==> src/rtl/rc_rr_event_arbiter.sv <==
// Two-level round-robin event arbiter: picks a requesting row fairly, snapshots its
// column requests, and streams one (row, column) address per valid/ready handshake.
module rc_rr_event_arbiter #(
  parameter int unsigned ROWS   = 8,
  parameter int unsigned COLS   = 8,
  parameter int unsigned ROW_AW = $clog2(ROWS),
  parameter int unsigned COL_AW = $clog2(COLS)
) (
  input  logic                      clk_i,
  input  logic                      reset_i,
  input  logic                      enable_i,
  input  logic [ROWS-1:0][COLS-1:0] req_i,
  input  logic                      evt_ready_i,
  output logic [ROWS-1:0]           x_gnt_o,
  output logic [COLS-1:0]           y_gnt_o,
  output logic [ROW_AW-1:0]         x_add_o,
  output logic [COL_AW-1:0]         y_add_o,
  output logic                      evt_valid_o,
  output logic                      grp_release_o,
  output logic                      busy_o
);

  typedef enum logic [1:0] {
    IDLE    = 2'd0,
    COL_ARB = 2'd1,
    OUT     = 2'd2,
    RELEASE = 2'd3
  } state_t;

  state_t            state_q;
  logic [ROW_AW-1:0] row_ptr_q;
  logic [COLS-1:0]   col_mask_q;

  logic [ROWS-1:0]   row_any;
  logic              row_found;
  logic [ROW_AW-1:0] row_sel;
  logic [ROW_AW-1:0] row_ptr_nxt;
  logic              col_found;
  logic [COL_AW-1:0] col_sel;
  logic [COLS-1:0]   col_bit;
  logic              handshake;

  // Per-row activity flag
  always_comb begin
    row_any = '0;
    for (int unsigned r = 0; r < ROWS; r++) begin
      row_any[r] = |req_i[r];
    end
  end

  // Round-robin row search: first active row at or above the pointer, else wrap to the lowest
  always_comb begin
    row_found = 1'b0;
    row_sel   = '0;
    for (int unsigned r = 0; r < ROWS; r++) begin
      if (!row_found && row_any[r] && (r >= 32'(row_ptr_q))) begin
        row_found = 1'b1;
        row_sel   = ROW_AW'(r);
      end
    end
    for (int unsigned r = 0; r < ROWS; r++) begin
      if (!row_found && row_any[r]) begin
        row_found = 1'b1;
        row_sel   = ROW_AW'(r);
      end
    end
    row_ptr_nxt = (32'(row_sel) == (ROWS - 1)) ? '0 : row_sel + ROW_AW'(1);
  end

  // Lowest pending column of the snapshotted group
  always_comb begin
    col_found = 1'b0;
    col_sel   = '0;
    for (int unsigned c = 0; c < COLS; c++) begin
      if (!col_found && col_mask_q[c]) begin
        col_found = 1'b1;
        col_sel   = COL_AW'(c);
      end
    end
    col_bit = COLS'(1) << col_sel;
  end

  assign handshake = evt_valid_o && evt_ready_i;

  always_ff @(posedge clk_i) begin
    if (reset_i) begin
      state_q       <= IDLE;
      row_ptr_q     <= '0;
      col_mask_q    <= '0;
      x_gnt_o       <= '0;
      y_gnt_o       <= '0;
      x_add_o       <= '0;
      y_add_o       <= '0;
      evt_valid_o   <= 1'b0;
      grp_release_o <= 1'b0;
      busy_o        <= 1'b0;
    end else begin
      case (state_q)
        IDLE: begin
          if (enable_i && row_found) begin
            x_gnt_o    <= ROWS'(1) << row_sel;
            x_add_o    <= row_sel;
            col_mask_q <= req_i[row_sel];
            row_ptr_q  <= row_ptr_nxt;
            busy_o     <= 1'b1;
            state_q    <= COL_ARB;
          end
        end
        COL_ARB: begin
          col_mask_q  <= col_mask_q & ~col_bit;
          y_gnt_o     <= col_bit;
          y_add_o     <= col_sel;
          evt_valid_o <= 1'b1;
          state_q     <= OUT;
        end
        OUT: begin
          if (handshake) begin
            if (|col_mask_q) begin
              // Back-to-back: next column goes straight out without revisiting COL_ARB
              col_mask_q <= col_mask_q & ~col_bit;
              y_gnt_o    <= col_bit;
              y_add_o    <= col_sel;
            end else begin
              x_gnt_o       <= '0;
              y_gnt_o       <= '0;
              x_add_o       <= '0;
              y_add_o       <= '0;
              evt_valid_o   <= 1'b0;
              grp_release_o <= 1'b1;
              state_q       <= RELEASE;
            end
          end
        end
        RELEASE: begin
          grp_release_o <= 1'b0;
          busy_o        <= 1'b0;
          state_q       <= IDLE;
        end
        default: begin
          state_q <= IDLE;
        end
      endcase
    end
  end

endmodule

==> config.mk <==
export PLATFORM = sky130hd
export DESIGN_NAME = rc_rr_event_arbiter
export DESIGN_NICKNAME = d
export VERILOG_FILES = /design/src/rtl/rc_rr_event_arbiter.sv
export SDC_FILE = /design/constraint.sdc
export NUM_CORES = 1
export LEC_CHECK = 0
export CORE_UTILIZATION = 51
export DETAILED_ROUTE_END_ITERATION = 12
export GPL_TIMING_DRIVEN = 1
export PLACE_DENSITY = 0.9
export SLEW_MARGIN = 25
export SYNTH_ARGS = -nofsm -noshare
export SYNTH_HDL_FRONTEND = slang
export SYNTH_SLANG_ARGS = --single-unit
==> constraint.sdc <==
create_clock -name clk_i -period 5.6 [get_ports clk_i]
set_clock_uncertainty 0.1 [all_clocks]
set_input_delay 0.56 -clock clk_i [delete_from_list [all_inputs] [get_ports clk_i]]
set_output_delay 0.56 -clock clk_i [all_outputs]
set_load 0.05 [all_outputs]
======== Word-level counts from Yosys, hierarchy flattened ========
Cells that the tools add are included.
storage, ports and cells
  input bits .............................. 68
  register bits ........................... 38
  output and inout port bits .............. 25
cells by class
  equality and inequality tests ........... 8
  bitwise logic cells ..................... 2
  add/subtract/negate cells ............... 1
  mux-type cells .......................... 78
  order comparisons ....................... 8
  shift operators ......................... 2
  reduce and logical (&&, ||, !) cells .... 76
operator list
  kind                                                                  count
  3-bit two-way mux                                                     26
  8-bit two-way mux                                                     9
  8-bit OR reduction                                                    9
  8-bit case mux with 2 select lines                                    2
  1-bit logical AND                                                     31
  1-bit two-way mux                                                     30
  8-bit binary-select mux with 3-bit select                             1
  8-bit case mux with 3 select lines                                    1
  1-bit logical NOT                                                     22
  1-bit by 3-bit << shifter with 8-bit output, first input constant     2
  3-bit case mux with 2 select lines                                    2
  3-bit >= comparator, first input constant                             3
  3-bit AND reduction                                                   3
  8-bit AND                                                             1
  2-bit inequality test, second input constant                          4
  8-bit inverter                                                        1
  2-bit case mux with 4 select lines                                    1
  4-bit AND reduction                                                   2
  2-bit nonzero test                                                    4
  1-bit by 3-bit >= comparator with 1-bit output, first input constant  2
  2-bit by 3-bit >= comparator with 1-bit output, first input constant  2
  2-bit two-way mux                                                     3
  1-bit case mux with 2 select lines                                    3
  2-bit AND reduction                                                   3
  other kinds (7)                                                       8

======== Depth between registers and ports, before layout ========
Gate-level depths: netlist (run 1).
  depth in word-level cells ............... 58
  depth in mapped cells ................... 14
  mapped depth without buffers ............ 11

======== Least setup slack after synthesis (run 1) ========
No wires, ideal clock.
  path kind ............................... input -> register
  from .................................... input port req_i[44] in the netlist's numbering
  to ...................................... register x_gnt_o[2]
  library setup time ...................... 128 ps
  required time ........................... 5,372 ps
  setup slack ............................. 2,431 ps
  data arrival time ....................... 2,942 ps
  path buffers ............................ 1
  cell stages on the path ................. 11
  path through ............................ or4_4 -> o21ai_4 -> nand4b_4 -> o32a_4 -> o211ai_4 -> inv_4 -> buf_2 -> ha_1 -> nor4b_1 -> a21oi_1 -> nor2_1
between the ends
  word-level cells in the longest chain between the ends .. 38
  elaborated cells between the ends (all ways) .. 52
ends and longest elaborated chain
  item                                                                                     RTL line  text
  start: declaration                                                                       12        input logic [ROWS-1:0][COLS-1:0] req_i,
  8-bit OR reduction *                                                                     47        row_any[r] = |req_i[r];
  1-bit logical AND (2 in a row)                                                           56        if (!row_found && row_any[r] && (r >= 32'(row_ptr_q))) begin
  1-bit two-way mux                                                                        56
  1-bit logical NOT                                                                        56
  1-bit logical AND (2 in a row)                                                           56
  1-bit two-way mux                                                                        56
  1-bit logical NOT                                                                        56
  1-bit logical AND                                                                        56
  (+20 left out)                                                                           n/a
  1-bit logical AND                                                                        62        if (!row_found && row_any[r]) begin
  1-bit two-way mux                                                                        62
  1-bit logical NOT                                                                        62
  1-bit logical AND                                                                        62
  3-bit two-way mux / 1-bit two-way mux (equally long branches)                            62
  1-bit by 3-bit << shifter with 8-bit output / 1-bit logical AND (equally long branches)  101, 100
  8-bit two-way mux / 2-bit inequality test (equally long branches)                        n/a
  8-bit case mux with 2 select lines / 4-bit AND reduction (equally long branches)         n/a
  end signal: assignment                                                                   101       x_gnt_o <= ROWS'(1) << row_sel;
  end: declaration                                                                         14        output logic [ROWS-1:0] x_gnt_o,
Mark *: on every way between the ends. The rest lies on a longest branch, timed or not. The select of a mux whose other input is x is not followed.
A chain may end at the register's enable or synchronous reset.

======== Worst setup path in the final report (run 1) ========
  from .................................... input port req_i[24] in the netlist's numbering
  to ...................................... register col_mask_q[5]
between the ends
  word-level cells in the longest chain between the ends .. 47
  elaborated cells between the ends (all ways) .. 63
ends and longest elaborated chain
  item                                       RTL line  text
  8-bit OR reduction *                       47
  1-bit logical AND (2 in a row)             56
  1-bit two-way mux                          56
  1-bit logical NOT                          56
  1-bit logical AND (2 in a row)             56
  1-bit two-way mux                          56
  1-bit logical NOT                          56
  1-bit logical AND (2 in a row)             56
  (+28 left out)                             n/a
  1-bit two-way mux                          62
  1-bit logical NOT                          62
  1-bit logical AND                          62
  3-bit two-way mux                          62
  8-bit binary-select mux with 3-bit select  103       col_mask_q <= req_i[row_sel];
  8-bit two-way mux (not written as such)    103
  8-bit two-way mux                          100       if (enable_i && row_found) begin
  8-bit case mux with 3 select lines         98        case (state_q)
  end signal: assignment                     103
  end signal: assignment                     110       col_mask_q <= col_mask_q & ~col_bit;
  end signal: assignment                     120       col_mask_q <= col_mask_q & ~col_bit;
  end: declaration                           32        logic [COLS-1:0] col_mask_q;
Marks and branches as above.

==> results.cfg, run 1 <==
[route]
postRouteAntennaNets = 0
drt_wl_total_um = 9130
drc = 0
vias = 3173
drtIter0Drc = 227
wl_per_cell_um = 17.9
avgViaCountPerCell = 6.22
drt_pass1_iterations = 5

[pwr]
p_leak_uw = 0.00160
clockPowerShare_pct = 14.1
swShare_pct = 49.0
pwr-share-comb_pct = 61.2
pwr-share-seq_pct = 24.6
peakVddDrop_mv = 0.315
power.internal_uw = 858
power_density_mw_per_mm2 = 427
p_sw_uw = 825

[place]
dp_hpwl_um = 7270
io_buffers = 92
gp_congestion = 0.964
placed_area_sq_mm = 0.00383

[synthesis]
ys_async_sr_fraction_pct = 0
synth.avg_cell_area_sq_um = 8.09
synth-main-ff-cell = dfxtp_1
synth-simple-area-share_pct = 24.1
synth_top_family_by_area = compound AO/OA/AOI/OAI gates
ys_types = 61
synth_xor_area_share_pct = 0
yosysSeqAreaShare_pct = 26.4
netlist_area_sq_mm = 0.00288
yosysWarnings = 0
muxShareOfSynthArea_pct = 14.5
synth_edf_count = 0
synth_nets = 434
synthCells = 356
synth-seq-cells = 38
synth_adder_area_share_pct = 4.34
synth_compound_area_share_pct = 25.3

[clocking]
cts_root_buf = clkbuf_8
post_cts_resized = 0
h-tree-depth = 2
cts_made_buffers = 5
clkTransAtPathRegs_ns = 0.08
cts_tree = built
cts_setup_buffers = 0
clk_latency_ns = 0.29
cts_sinks = 38
clockBufferDepth = 2
hold_buffers = 0

[die]
dieHeight_um = 77.2
die_w_um = 77.2
fp.dieArea_sq_mm = 0.00595
coreArea_sq_mm = 0.00547
initial_utilization_pct = 52.7
std_cell_rows = 27
io_pins = 93

[setup_path]
slowest_delay_ns = 0.65
crit_required_ns = 5.71
regToRegEndpoint = col_mask_q[5]
crit_chain = clkdlybuf4s50_1, nor4_1, nand4_1, or2_2, or3_1, o211ai_4, inv_4, mux2i_1, mux2_1, a311oi_2
cp.arrival_ns = 3.96
crit_buf_inv = 2
cp_slowest_cell = nor4_1
startpoint_type = input port
r2r_slack_ns = 2.59
cp-end-kind = flop
critPathKind = input port to flop
worstRegToRegCells = 9
cp_max_fo = 24
path_delay_family = simple AND/OR/NAND/NOR gates
r2r-start = row_ptr_q[2]

[finish]
final_cell_mix = clkdlybuf4s50_1 (92), nor2_1 (42), dfxtp_1 (38)
design_area_sq_mm = 0.00394
antenna_cells = 0
syn2layout_area_growth_pct = 36.7
num-fill-cells = 452
nNetsFinal = 516
final_common_cell = clkdlybuf4s50_1
layout-drive-gt1-share_pct = 7.53

[sta]
hold_viol = 0
worst_slew_pin_slew_ns = 0.876
setup_tns_ns = 0
period_needed_ns = 3.86
slew_headroom_pct = 41.1
setup-violations-final = 0
timing.fmax_mhz = 259
rsz0062_at_grt = no
final_max_slew_viol_count = 0
min_period_over_period_pct = 68.9

[global_route]
grt_first_pass_wirelength_um = 14900
grt.total_usage_pct = 31.8
overflow = 0
grt_pass1_vias = 3095
antenna_found_initial = 0
grt_max_degree = 42

[job]
drv_cap = 0

[status]
status = complete, no violations

[worst_hold_path]
hold_end = y_add_o[1]
hp-start = y_add_o[1]
hold_class = flop to flop
worstHoldPathCells = 2
==> area by class of cell <==
cell class,count,area (sq um),area share [%]
multi-input combinational,281,1970,49.9
clock buffer,6,82.6,2.10
inverter,17,66.3,1.68
tap,72,90.1,2.29
clock inverter,1,30.0,0.762
timing repair buffer,95,943,24.0
sequential,38,761,19.3
==> cells in the mapped netlist, drive strengths merged, types with 3 or more instances <==
master   instances  area, sq um
and2             3         18.8
mux2i           35          350
a211oi           4         30.0
o21ai           14         96.3
buf              6         36.3
nand4            3         18.8
nand3            6         30.0
nor3             8         40.0
ha              10          125
mux2             6         67.6
o2111ai          4         35.0
a21oi           34          170
nor2            42          158
or4              7         67.6
nor4            21          138
or3              4         25.0
nand2           23         86.3
inv             17         66.3
dfxtp           38          761
o211ai          12          104
a32oi            5         43.8
a21boi           3         22.5
clkbuf          14         52.6
==> metrics by stage <==
step | power (uW) | hold slack, ns | instances | util (%) | worst slack (ns)
6_report | 1680 | 0.366 | 510 | 72.0 | 1.74
5_1_grt | 1800 | 0.404 | 510 | 72.0 | 1.46
4_1_cts | 1670 | 0.365 | 510 | 72.0 | 1.82
3_5_place_dp | 1430 | 0.354 | 503 | 69.9 | 1.54
3_3_place_gp | 1400 | 0.350 | 503 | 69.9 | 1.60
2_1_floorplan | 1150 | 0.378 | 356 | - | 2.43
==> state kept, by name, indices dropped and copies added (netlist names) <==
register	cells
x_gnt_o	8
col_mask_q	8
y_add_o	3
y_gnt_o	8
row_ptr_q	3
state_q	2
busy_o	1
evt_valid_o	1
grp_release_o	1
x_add_o	3
==> power by group through the flow <==
stage | Clock [uW] | Combinational [uW] | Sequential [uW]
2_1_floorplan | 0 | 633 | 519
3_3_place_gp | 0 | 985 | 415
3_5_place_dp | 0 | 1010 | 418
4_1_cts | 242 | 1010 | 412
5_1_grt | 253 | 1120 | 424
6_report | 238 | 1030 | 414
==> how the worst max path moves through the flow <==
stage               startpoint             to  slack, ns  cells after the start
floorplan            req_i[44]     x_gnt_o[2]       2.43                     11
global placement     req_i[44]  col_mask_q[5]       1.60                     10
detailed placement   req_i[24]  col_mask_q[5]       1.54                     10
CTS                  req_i[24]  col_mask_q[5]       1.82                     10
global route         req_i[24]  col_mask_q[1]       1.46                      9
finish               req_i[24]  col_mask_q[5]       1.74                     10
==> per-layer routing <==
layer / GRT usage (%) / up-vias / routed length [um]
met2: 51.9 / 157 / 4310
met4: 15.3 / 0 / 309
met5: 0 / - / 0
li1: - / 1515 / -
met3: 6.07 / 26 / 623
met1: 39.9 / 1475 / 3880
==> worst min-delay path: stages (launching register included) <==
cell	delay (ns)
dfxtp_1	0.32
nand2_1	0.05
a21oi_1	0.05
==> logic make-up after synthesis <==
logic type	after synthesis
and+or+nand+nor	130
AOI/OAI and AO/OA	100
muxes	41
DFF	38
buffers and inverters	37
adders and majority gates	10
No activity file was read; power rests on OpenSTA's default activity.
==> run 2: changes to the inputs <==
Settings changed: CORE_UTILIZATION 51 to 47, PLACE_DENSITY 0.9 to 0.84.
Clock period 5.6 ns to 4 ns, I/O delays scaled along.
==> run 2 against run 1 <==
Worst hold slack got worse by 0.0080 ns. Cell count rose by 5.1%. Combinational power rose by 50%. Sequential cell count did not move. Power rose by 50%. Global-route usage fell by 0.62 points. Core utilization fell by 2.1 points. Non-clock buffer count rose by 22. Via count rose by 2.1%. Clock power rose by 74%.
==> results.cfg, run 2 (synthesis gave the netlist of run 1 again) <==
[finish]
final_common_cell = clkdlybuf4s50_1
num-fill-cells = 467
layout-drive-gt1-share_pct = 12.1
regArea_sq_um = 761
reg_top3 = col_mask_q (8), x_gnt_o (8), y_gnt_o (8)
antenna_cells = 0
multiInputGateArea_sq_mm = 0.00197
nNetsFinal = 538
design_area_sq_mm = 0.00414
final_cell_mix = clkdlybuf4s50_1 (92), nor2_1 (42), dfxtp_1 (38)
syn2layout_area_growth_pct = 43.6

[pwr]
power_density_mw_per_mm2 = 611
p_leak_uw = 0.00172
pwr-share-seq_pct = 22.8
peakVddDrop_mv = 0.517
clockPowerShare_pct = 16.4
power.internal_uw = 1330
p_sw_uw = 1190
pwr-share-comb_pct = 60.8
swShare_pct = 47.3

[place]
placed_area_sq_mm = 0.00400
io_buffers = 92
gp_congestion = 0.922
dp_hpwl_um = 7760
post-place-ws_ns = 0.412

[die]
fp.dieArea_sq_mm = 0.00645
dieHeight_um = 80.3
coreArea_sq_mm = 0.00592
die_w_um = 80.3
std_cell_rows = 28
initial_utilization_pct = 48.7
io_pins = 93

[route]
vias = 3239
wl_per_cell_um = 18.1
avgViaCountPerCell = 6.04
drt_pass1_iterations = 5
drc = 0
drt_wl_total_um = 9680
drtIter0Drc = 248
postRouteAntennaNets = 0

[setup_path]
cp.arrival_ns = 3.45
crit_chain = clkdlybuf4s50_1, or4_1, o21ai_2, nand4b_4, o32a_4, o211ai_4, buf_4, ha_1, ha_1, nor3b_1, a21oi_1, nor2_1
slowest_delay_ns = 0.61
cp_max_fo = 8
critPathKind = input port to flop
crit_required_ns = 4.13
path_delay_family = simple AND/OR/NAND/NOR gates
startpoint_type = input port
cp_slowest_cell = or4_1
cp-end-kind = flop
crit_buf_inv = 2
path_common_cell = ha_1

[global_route]
antenna_found_initial = 0
overflow = 0
grt.total_usage_pct = 31.2
grt_pass1_vias = 3092
grt_first_pass_wirelength_um = 15300
grt_max_degree = 29

[clocking]
cts_tree = built
clkTransAtPathRegs_ns = 0.09
cts_sinks = 38
clockBufferDepth = 2
cts_root_buf = clkbuf_8
hold_buffers = 0
post_cts_resized = 0
h-tree-depth = 2
cts_setup_buffers = 0
clk_latency_ns = 0.30
cts_made_buffers = 5

[sta]
setup-violations-final = 0
hold_viol = 0
timing.fmax_mhz = 301
layout_setup_ws_ns = 0.682
whs_ns = 0.358
worst_slew_pin_slew_ns = 0.670
slew_headroom_pct = 54.9
min_period_over_period_pct = 82.9
setup_tns_ns = 0
final_max_slew_viol_count = 0
rsz0062_at_grt = no
period_needed_ns = 3.32

[job]
drv_cap = 0

[status]
status = complete, no violations

[worst_hold_path]
hold_class = flop to flop
[run 2: cell types whose count changed in the layout (fill, tap and decap cells not counted), sizes merged]
cell | before | now
buf | 3 | 25
bufinv | 1 | 2
[run 2: power by group through the flow]
stage,Sequential (uW),Combinational (uW),Clock [uW]
after global routing,591,1670,429
after CTS,574,1520,413
final,577,1540,414
after floorplan,727,886,0
after detailed placement,583,1500,0
after global placement,579,1470,0
[run 2: path summary, 6_finish.rpt]
check | from | to | slack [ns] | depth (start not counted)
hold / removal | y_add_o[1] | y_add_o[1] | 0.36 | 2
setup reg to reg | row_ptr_q[2] | x_gnt_o[7] | 1.23 | 11
setup / recovery | req_i[52] | x_gnt_o[7] | 0.68 | 12
hold reg to reg | y_add_o[1] | y_add_o[1] | 0.36 | 2
[run 2: cell type report]
type	instances	share of cell area (%)
clock inverters	2	1.45
well taps	75	2.27
multi-input cells	281	47.5
repair buffers	117	26.8
clock buffers	6	2.00
flip-flops and latches	38	18.4
inverters	17	1.60
[run 2: metal layers]
| metal | wire length (um) | GRT usage [%] | vias to the layer above |
|---|---|---|---|
| li1 | - | - | 1561 |
| met1 | 4230 | 39.2 | 1499 |
| met2 | 4650 | 54.4 | 163 |
| met3 | 635 | 4.66 | 16 |
| met4 | 169 | 9.82 | 0 |
| met5 | 0 | 0 | - |
[run 2: worst min-delay path: cells and delay by family (launching register included)]
family / cells / cell delay (ns)
AOI/OAI and AO/OA: 1 / 0.05
DFF: 1 / 0.32
and+or+nand+nor: 1 / 0.05
[run 2: stage by stage]
stage,power [uW],instances,utilization (%)
finish,2530,536,69.9
global route,2690,536,69.9
CTS,2500,536,69.9
detailed placement,2080,528,67.5
global placement,2050,528,67.5
floorplan,1610,356,-
==> run 3: changes to the inputs <==
Clock period 4 ns to 3.4 ns, I/O delays scaled along.
==> run 3 against run 2 <==
Register-to-register slack got worse by 0.59 ns. Via count rose by 3.0%. First-iteration DRC count rose by 0.81%. Die area did not move. Count of clock-buffer cells in the layout fell by 1. Clock power rose by 15%. Combinational power rose by 18%. Sequential share of layout area fell by 0.37 points. Cell area rose by 2.0%. Global-route usage barely moved. Routed wire length rose by 1.1%.
==> results.cfg, run 3 (synthesis gave the netlist of run 1 again) <==
[status]
status = complete, no violations

[finish]
final_cell_mix = clkdlybuf4s50_1 (92), nor2_1 (42), dfxtp_1 (38)
final_common_cell = clkdlybuf4s50_1
antenna_cells = 0
nNetsFinal = 548
syn2layout_area_growth_pct = 46.5
fin_util_pct = 71.3
reg_top3 = col_mask_q (8), x_gnt_o (8), y_gnt_o (8)
layout-drive-gt1-share_pct = 14.0

[global_route]
grt_max_degree = 31
grt_pass1_vias = 3164
grt.total_usage_pct = 31.2
antenna_found_initial = 0
overflow = 0
grt_first_pass_wirelength_um = 15400

[sta]
min_period_over_period_pct = 96.2
setup_tns_ns = 0
rsz0062_at_grt = no
period_needed_ns = 3.27
hold_viol = 0
timing.fmax_mhz = 306
final_max_slew_viol_count = 0
slew_headroom_pct = 53.6
setup-violations-final = 0
worst_slew_pin_slew_ns = 0.689

[setup_path]
startpoint = req_i[36]
cp.arrival_ns = 3.35
crit_required_ns = 3.48
slowest_delay_ns = 0.58
startpoint_type = input port
critPathKind = input port to flop
crit_buf_inv = 2
r2r-start = state_q[1]
path_delay_family = simple AND/OR/NAND/NOR gates
cp-end-kind = flop
cp_slowest_cell = or4_4
crit_chain = clkdlybuf4s50_1, or4_4, nor4_2, a21oi_1, o311ai_1, and2_1, inv_2, a2111oi_1, o41ai_1
cp_max_fo = 12

[route]
wl_per_cell_um = 17.9
postRouteAntennaNets = 0
vias = 3337
drt_wl_total_um = 9800
avgViaCountPerCell = 6.11
drt_pass1_iterations = 5
drtIter0Drc = 250
drc = 0

[pwr]
swShare_pct = 47.5
pwr-share-seq_pct = 23.0
power.internal_uw = 1560
power_density_mw_per_mm2 = 706
peakVddDrop_mv = 0.502
p_leak_uw = 0.00177
pwr-share-comb_pct = 61.0
p_sw_uw = 1410
clockPowerShare_pct = 16.0

[place]
gp_congestion = 1.10
io_buffers = 92
dp_hpwl_um = 7730

[clocking]
post_cts_resized = 0
hold_buffers = 0
cts_sinks = 38
h-tree-depth = 2
cts_root_buf = clkbuf_8
clk_latency_ns = 0.30
cts_tree = built
cts_made_buffers = 5
clockBufferDepth = 2
clkTransAtPathRegs_ns = 0.08
cts_setup_buffers = 0

[die]
die_w_um = 80.3
std_cell_rows = 28
initial_utilization_pct = 48.7
fp.dieArea_sq_mm = 0.00645
dieHeight_um = 80.3
coreArea_sq_mm = 0.00592
io_pins = 93

[worst_hold_path]
hp-start = y_add_o[1]
hold_class = flop to flop

[job]
drv_cap = 0
## run 3: final timing paths
check / to / slack [ns] / depth (start not counted)
worst max-delay path: col_mask_q[4] / 0.13 / 9
worst min-delay path: y_add_o[1] / 0.35 / 2
worst max register to register: y_gnt_o[6] / 0.64 / 8
worst min register to register: y_add_o[1] / 0.35 / 2
## run 3: layout make-up
| type | count | area, sq um |
|---|---|---|
| multi-input cells | 281 | 1970 |
| fillers | 479 | 1700 |
| repair buffers | 127 | 1200 |
| flip-flops and latches | 38 | 761 |
| well taps | 75 | 93.8 |
| clock buffers | 5 | 68.8 |
| clock inverters | 3 | 68.8 |
| inverters | 17 | 66.3 |
## run 3: power by group through the flow
stage | sequential [uW] | clock (uW) | combinational [uW]
final | 685 | 476 | 1820
after global routing | 702 | 492 | 1960
after CTS | 681 | 473 | 1790
after detailed placement | 691 | 0 | 1770
after global placement | 685 | 0 | 1720
after floorplan | 855 | 0 | 1040
## run 3: metrics by stage
step	worst slack, ns	hold WS (ns)	std cells	area [sq um]	power (uW)
detailed placement	-0.254	0.348	538	4080	2460
global placement	-0.0645	0.346	538	4080	2410
global route	0.0150	0.397	546	4220	3160
finish	0.130	0.355	546	4220	2980
floorplan	0.451	0.378	356	2880	1900
CTS	0.0646	0.359	546	4220	2940
## run 3: routing by layer
layer	wire (um)	GRT usage [%]	vias to the layer above	part of all wire, %
met5	0	0	-	0
met4	194	9.82	0	2.0
met3	708	4.55	21	7.2
met2	4840	54.7	165	49
met1	4050	39.1	1570	41
li1	-	-	1581	-
## run 3: worst register-to-register path, stage by stage, from the launching register on
cell	delay, ns
dfxtp_1	0.39
inv_1	0.08
ha_1	0.58
nand2_1	0.44
a21oi_1	0.57
o211ai_1	0.17
nor3_1	0.20
a21oi_1	0.06
nor2_1	0.10
